File: config.mk
export PLATFORM = sky130hd
export DESIGN_NAME = pipe_datapath_flat
export DESIGN_NICKNAME = d
export VERILOG_FILES = /design/src/rtl/pipe_datapath_pkg.sv /design/src/rtl/pipe_datapath_if.sv /design/src/rtl/pipe_alu.sv /design/src/rtl/pipe_datapath.sv /design/src/flat_wrapper.sv
export SDC_FILE = /design/constraint.sdc
export NUM_CORES = 2
export LEC_CHECK = 0
export CORE_MARGIN = 1.5
export CORE_UTILIZATION = 60
export CTS_CLUSTER_DIAMETER = 40
export CTS_CLUSTER_SIZE = 8
export DETAILED_ROUTE_END_ITERATION = 12
export PLACE_DENSITY = 0.75
export RECOVER_POWER = 25
export SLEW_MARGIN = 20
export SYNTH_ARGS = -nofsm -noshare
export SYNTH_HDL_FRONTEND = slang
export SYNTH_SLANG_ARGS = --single-unit
File: constraint.sdc
create_clock -name clock -period 4.9 [get_ports clock]
set_clock_uncertainty 0.1 [all_clocks]
set_input_delay 1.47 -clock clock [delete_from_list [all_inputs] [get_ports clock]]
set_output_delay 1.47 -clock clock [all_outputs]
set_load 0.1 [all_outputs]
File: src/rtl/pipe_datapath_pkg.sv
// pipe_datapath_pkg: ALU opcodes and instruction field positions shared by the datapath
package pipe_datapath_pkg;
    typedef logic [5:0] alu_op_t;
    localparam alu_op_t ALU_ADD  = 6'b000000;
    localparam alu_op_t ALU_SUB  = 6'b001000;
    localparam alu_op_t ALU_AND  = 6'b000111;
    localparam alu_op_t ALU_OR   = 6'b000110;
    localparam alu_op_t ALU_XOR  = 6'b000100;
    localparam alu_op_t ALU_SLT  = 6'b000010;
    localparam alu_op_t ALU_SLTU = 6'b000011;
    localparam alu_op_t ALU_SLL  = 6'b000001;
    localparam alu_op_t ALU_SRL  = 6'b000101;
    localparam alu_op_t ALU_SRA  = 6'b001101;
    localparam int RD_LSB  = 7;
    localparam int RS1_LSB = 15;
    localparam int RS2_LSB = 20;
    localparam int IMM_LSB = 20;
    localparam int FIELD_W = 5;
    localparam int IMM_W   = 12;
endpackage

File: src/rtl/pipe_datapath_if.sv
// pipe_datapath_if: instruction issue and result retire signals of pipe_datapath
interface pipe_datapath_if #(
    parameter int DATA_WIDTH = 32
);
    logic                  in_valid;
    logic                  in_ready;
    logic [31:0]           instruction;
    logic [5:0]            ALU_Control;
    logic                  op_B_sel;
    logic                  wEn;
    logic                  out_valid;
    logic [DATA_WIDTH-1:0] ALU_result;
    logic [4:0]            out_rd;
    modport master (
        output in_valid, instruction, ALU_Control, op_B_sel, wEn,
        input  in_ready, out_valid, ALU_result, out_rd
    );
    modport slave (
        input  in_valid, instruction, ALU_Control, op_B_sel, wEn,
        output in_ready, out_valid, ALU_result, out_rd
    );
endinterface

File: src/rtl/pipe_alu.sv
// pipe_alu: combinational ALU of the execute stage; unknown opcodes yield zero
module pipe_alu
    import pipe_datapath_pkg::*;
#(
    parameter int DATA_WIDTH = 32
) (
    input  alu_op_t               op,
    input  logic [DATA_WIDTH-1:0] a,
    input  logic [DATA_WIDTH-1:0] b,
    output logic [DATA_WIDTH-1:0] y
);
    localparam int SW = $clog2(DATA_WIDTH);
    logic [SW-1:0] sh;
    assign sh = b[SW-1:0];
    // select the operation result; shifts use only the low bits of b
    always_comb begin
        y = '0;
        case (op)
            ALU_ADD:  y = a + b;
            ALU_SUB:  y = a - b;
            ALU_AND:  y = a & b;
            ALU_OR:   y = a | b;
            ALU_XOR:  y = a ^ b;
            ALU_SLT:  y = DATA_WIDTH'($signed(a) < $signed(b));
            ALU_SLTU: y = DATA_WIDTH'(a < b);
            ALU_SLL:  y = a << sh;
            ALU_SRL:  y = a >> sh;
            ALU_SRA:  y = $signed(a) >>> sh;
            default:  y = '0;
        endcase
    end
endmodule

File: src/rtl/pipe_datapath.sv
// pipe_datapath: two-stage register-file/ALU datapath; define PIPE_DATAPATH_BYPASS_EN to forward instead of stalling
module pipe_datapath
    import pipe_datapath_pkg::*;
#(
    parameter int DATA_WIDTH = 32,
    parameter int NUM_REGS   = 32
) (
    input logic            clock,
    input logic            reset,
    pipe_datapath_if.slave bus
);
    localparam int AW = $clog2(NUM_REGS);
    logic [FIELD_W-1:0]    rs1, rs2, rd, ex_rd;
    logic [AW-1:0]         rs1_idx, rs2_idx, ex_idx;
    logic [IMM_W-1:0]      imm;
    logic [DATA_WIDTH-1:0] imm_ext, rf_a, rf_b, op_a, op_b, ex_a, ex_b, alu_y;
    alu_op_t               ex_ctrl;
    logic                  ex_valid, ex_wen, ex_live, haz_a, haz_b, accept, rst_done;
    logic                  unused_bits;
    assign rs1         = bus.instruction[RS1_LSB +: FIELD_W];
    assign rs2         = bus.instruction[RS2_LSB +: FIELD_W];
    assign rd          = bus.instruction[RD_LSB +: FIELD_W];
    assign imm         = bus.instruction[IMM_LSB +: IMM_W];
    assign unused_bits = ^{bus.instruction[14:12], bus.instruction[6:0], rs1, rs2};
    assign rs1_idx     = rs1[AW-1:0];
    assign rs2_idx     = rs2[AW-1:0];
    assign ex_idx      = ex_rd[AW-1:0];
    assign imm_ext     = DATA_WIDTH'($signed(imm));
    assign ex_live     = ex_valid && ex_wen && ex_idx != '0;
    assign haz_a       = ex_live && ex_idx == rs1_idx;
    assign haz_b       = ex_live && ex_idx == rs2_idx && !bus.op_B_sel;
    if (1) begin : regFile_inst
        logic [DATA_WIDTH-1:0] reg_file [NUM_REGS];
        // write back the retiring result; entry 0 is never written so it reads as zero
        always_ff @(posedge clock or negedge reset)
            if (!reset)
                for (int i = 0; i < NUM_REGS; i++) reg_file[i] <= '0;
            else if (ex_live)
                reg_file[ex_idx] <= alu_y;
    end
    assign rf_a = regFile_inst.reg_file[rs1_idx];
    assign rf_b = regFile_inst.reg_file[rs2_idx];
`ifdef PIPE_DATAPATH_BYPASS_EN
    assign op_a         = haz_a ? alu_y : rf_a;
    assign op_b         = bus.op_B_sel ? imm_ext : haz_b ? alu_y : rf_b;
    assign bus.in_ready = rst_done;
`else
    assign op_a         = rf_a;
    assign op_b         = bus.op_B_sel ? imm_ext : rf_b;
    assign bus.in_ready = rst_done && !haz_a && !haz_b;
`endif
    assign accept = bus.in_valid && bus.in_ready;
    pipe_alu #(.DATA_WIDTH(DATA_WIDTH)) alu_inst (
        .op (ex_ctrl),
        .a  (ex_a),
        .b  (ex_b),
        .y  (alu_y)
    );
    // hold off acceptance until the first edge after reset release
    always_ff @(posedge clock or negedge reset)
        if (!reset)
            rst_done <= 1'b0;
        else
            rst_done <= 1'b1;
    // stage 1: capture operands and controls of the accepted instruction
    always_ff @(posedge clock or negedge reset)
        if (!reset) begin
            ex_valid <= 1'b0;
            ex_wen   <= 1'b0;
            ex_rd    <= '0;
            ex_ctrl  <= ALU_ADD;
            ex_a     <= '0;
            ex_b     <= '0;
        end else begin
            ex_valid <= accept;
            if (accept) begin
                ex_wen  <= bus.wEn;
                ex_rd   <= rd;
                ex_ctrl <= bus.ALU_Control;
                ex_a    <= op_a;
                ex_b    <= op_b;
            end
        end
    // stage 2: register the ALU result and pulse out_valid once per instruction
    always_ff @(posedge clock or negedge reset)
        if (!reset) begin
            bus.out_valid  <= 1'b0;
            bus.ALU_result <= '0;
            bus.out_rd     <= '0;
        end else begin
            bus.out_valid <= ex_valid;
            if (ex_valid) begin
                bus.ALU_result <= alu_y;
                bus.out_rd     <= ex_rd;
            end
        end
endmodule
File: src/flat_wrapper.sv
// flat-port wrapper written by rule: the top's interface ports become plain ports
module pipe_datapath_flat import pipe_datapath_pkg::*;
#(
    parameter int DATA_WIDTH = 32,
    parameter int NUM_REGS   = 32
)
  (clock, reset, bus_in_valid, bus_instruction, bus_ALU_Control, bus_op_B_sel, bus_wEn, bus_in_ready, bus_out_valid, bus_ALU_result, bus_out_rd);
  pipe_datapath_if #(.DATA_WIDTH(DATA_WIDTH)) bus_i ();
  input logic clock;
  input logic reset;
  input wire logic [$bits(bus_i.in_valid)-1:0] bus_in_valid;
  input wire logic [$bits(bus_i.instruction)-1:0] bus_instruction;
  input wire logic [$bits(bus_i.ALU_Control)-1:0] bus_ALU_Control;
  input wire logic [$bits(bus_i.op_B_sel)-1:0] bus_op_B_sel;
  input wire logic [$bits(bus_i.wEn)-1:0] bus_wEn;
  output wire logic [$bits(bus_i.in_ready)-1:0] bus_in_ready;
  output wire logic [$bits(bus_i.out_valid)-1:0] bus_out_valid;
  output wire logic [$bits(bus_i.ALU_result)-1:0] bus_ALU_result;
  output wire logic [$bits(bus_i.out_rd)-1:0] bus_out_rd;
  assign bus_i.in_valid = bus_in_valid;
  assign bus_i.instruction = bus_instruction;
  assign bus_i.ALU_Control = bus_ALU_Control;
  assign bus_i.op_B_sel = bus_op_B_sel;
  assign bus_i.wEn = bus_wEn;
  assign bus_in_ready = bus_i.in_ready;
  assign bus_out_valid = bus_i.out_valid;
  assign bus_ALU_result = bus_i.ALU_result;
  assign bus_out_rd = bus_i.out_rd;
  pipe_datapath #(.DATA_WIDTH(DATA_WIDTH), .NUM_REGS(NUM_REGS)) u_core (.clock(clock), .reset(reset), .bus(bus_i));
endmodule
==> results.ini <==
[run_status]
status=finished, violations left
violations=max-capacitance violations, max-slew violations

[synthesis]
synth_enable_flop_cells=0
synth.largest_area_cell=dfrtp_1
syn_inst=5960
synthMostInstantiatedCell=dfrtp_1
yosysWarnings=0
netlist_area_um2=65500
synth_top_area_share_pct=43.5
ys_seq_area_share_pct=43.5
ys_async_sr_fraction_pct=100
synth_commonest_cells=1140 x dfrtp_1, 714 x nor2_1, 685 x a21oi_1, 678 x mux4_2, 597 x nand2_1
synth.distinct_cells=98
synth-main-ff-cell=dfrtp_1
ys_top_cells_by_area=dfrtp_1 44%, mux4_2 23%, a21oi_1 5.2%
synth_fp_nets=6104
ys_seq_elements=1140
syn_avg_cell_area_um2=11.0

[sta]
slew_viol_final=146
rsz0062_at_grt=no
slew_headroom_pct=-110
setup_viol=0
period_minus_slack_ns=4.49
fmax_mhz=223
worst_slew_pin_slew_ns=3.15
fin_ws_ns=0.408
fin_tns_setup_ns=0
hold_viol_final=0
finalHoldWorstSlack_ns=0.292
period_share_pct=91.7

[cts]
ctsRootBufferMaster=clkbuf_16
clkLatencyLatePin_ns=0.79
cts_tree=done
cts_setup_buffers=0
cts_max_path_buffers=3
ctsResizeCount=0
ctsHtreeMaxLevel=4
cts_sinks=1140
postCtsHoldBufs=0
cts_buffers=177
clk_pin_slew_ns=0.05

[critical_path]
worst-setup-path-type=in2out
startpoint_type=input port
required_ns=3.33
r2r-start=u_core.ex_a[0]
reg2reg_to=u_core.regFile_inst.reg_file[500]
cp.arrival_ns=2.92
endpoint_kind=output pin
reg2reg_depth=13
crit_path_max_fanout=18
rrSetupSlack_ns=0.45

[power_and_ir_drop]
combinationalPowerShare_pct=22.3
seqPwrFrac_pct=38.6
netSwitchingFraction_pct=31.4
pwr-share-clk_pct=39.0
leakage_nw=31.1
powerDensity_nw_per_um2=400
p_sw_mw=9.19
peakVddDrop_uv=323
power.total_mw=29.3
cellInternalPower_mw=20.1

[die]
die_w_um=333
core-area_um2=109000
rows=121
dieArea_um2=111000
initial_utilization_pct=60.4
die_h_um=333
ioPinCount=82

[route]
drc_errors=0
detail_route.wl_per_cell_um=30.2
vias=52400
antenna_left=0
vias_per_cell=7.19
dr.pass1.iters=8
totalWireLength_mm=220
drtIter0Drc=7298

[grt]
grt_pass1_vias=53000
grt_max_degree=96
antenna_found_initial=8
gr-usage-all-layers_pct=40.3
grt_first_pass_wirelength_mm=332
gr-total-overflow=0

[layout]
area_growth_syn_to_layout_pct=11.8
final_nets=5942
utilization_pct=67.5
drive_above_1_share_pct=22.5

[placement]
io_buffers=71
place_hpwl_mm=131
globalplace.congestion=1.01
dp_slack_ns=0.354

[job]
max_cap_viol_count=2

[worst_hold_path]
hold_path_end=u_core.regFile_inst.reg_file[1017]
min_from=u_core.regFile_inst.reg_file[1017]
hold_depth=0
min_path_type=reg2reg

## power by group through the flow
stage          Combinational, mW  Sequential [mW]  Clock [mW]
6_report                    6.55             11.3        11.4
5_1_grt                     6.98             11.4        11.9
4_1_cts                     6.44             11.3        11.5
3_5_place_dp                6.38             11.4           0
3_3_place_gp                6.27             11.3           0
2_1_floorplan               4.14             11.5           0
## metal layers
metal | vias up | global-route usage (%) | routed length (um)
met5 | - | 0 | 41
met4 | 6 | 20.3 | 11800
met2 | 3704 | 59.8 | 99600
met1 | 26300 | 53.9 | 80500
met3 | 870 | 12.6 | 28300
li1 | 21400 | - | -
## worst max path at each step
stage	start	end	slack [ns]	cells after the start
floorplan	bus_instruction[20]	bus_in_ready	0.26	6
global placement	bus_instruction[20]	u_core.ex_b[7]	0.38	9
detailed placement	bus_instruction[20]	u_core.ex_b[7]	0.35	9
CTS	bus_instruction[21]	bus_in_ready	0.45	7
global route	reset	u_core.regFile_inst.reg_file[86]	0.21	2
finish	bus_instruction[21]	bus_in_ready	0.41	7
## logic make-up (layout without fill, tap and decap cells)
| kind of cell | count (synthesis) | after routing | synth area share [%] |
|---|---|---|---|
| xor gates and xnor gates | 36 | 36 | 0.481 |
| other | 1 | 2 | 0.00572 |
| DFF | 1140 | 1140 | 43.5 |
| muxes | 899 | 899 | 26.9 |
| and+or+nand+nor | 1529 | 1529 | 9.57 |
| AOI/OAI and AO/OA | 1515 | 1515 | 13.0 |
| adders and majority gates | 101 | 101 | 1.95 |
| buffers and inverters | 739 | 648 | 4.52 |
## layout make-up
cell class	count	area [um2]
Fill cell	7679	35300
Multi-Input combinational cell	4081	34500
Sequential cell	1140	28500
Clock buffer	220	4840
Timing Repair Buffer	286	2790
Tap cell	1414	1770
Inverter	112	420
Clock inverter	30	369
Antenna cell	1	2.50
## sequential cells by signal (all words and copies together), names as in the netlist
register / cells
u_core.ex_wen: 1
u_core.bus.out_valid: 1
u_core.bus.out_rd: 5
u_core.ex_idx: 5
u_core.ex_ctrl: 6
u_core.ex_a: 32
u_core.ex_valid: 1
u_core.ex_b: 32
u_core.regFile_inst.reg_file: 1024
u_core.bus.ALU_result: 32
u_core.rst_done: 1
## critical path, cell delays in order
cell,delay [ns]
buf_8,0.20
xnor2_1,0.15
nand4_1,0.18
nor3_1,0.22
a31oi_1,0.07
o31a_1,0.42
buf_12,0.21
## layout by cell type (no fill, tap or decap), types with 19 or more instances in the layout
cell type        synthesis  layout
clkdlybuf4s50_1          0      58
clkbuf_1               479      30
buf_12                   1      39
a211oi_1                52      48
buf_4                    6     166
inv_1                  110     109
clkbuf_8                 0      19
o21ai_0                518     517
mux4_2                 678     678
xnor2_1                 28      28
ha_1                    99      99
dfrtp_1               1140    1134
nand3_1                 25      25
clkbuf_16                0     180
a21oi_1                685     680
nor3_1                  37      36
o31ai_1                 20      20
mux2_2                  90      90
o22ai_1                 20      20
nor2_1                 714     697
a22oi_1                 24      24
nand2_1                597     587
or3_1                   29      29
nor2b_1                 39      35
mux2i_1                126     126
## per-stage QoR
step | area (um2) | std cells
after floorplan | 65500 | 5960
after global placement | 68000 | 7032
final | 73200 | 7284
after detailed placement | 68000 | 7032
after CTS | 73300 | 7282
after global routing | 73200 | 7283
(Power assumes the default switching activity.)
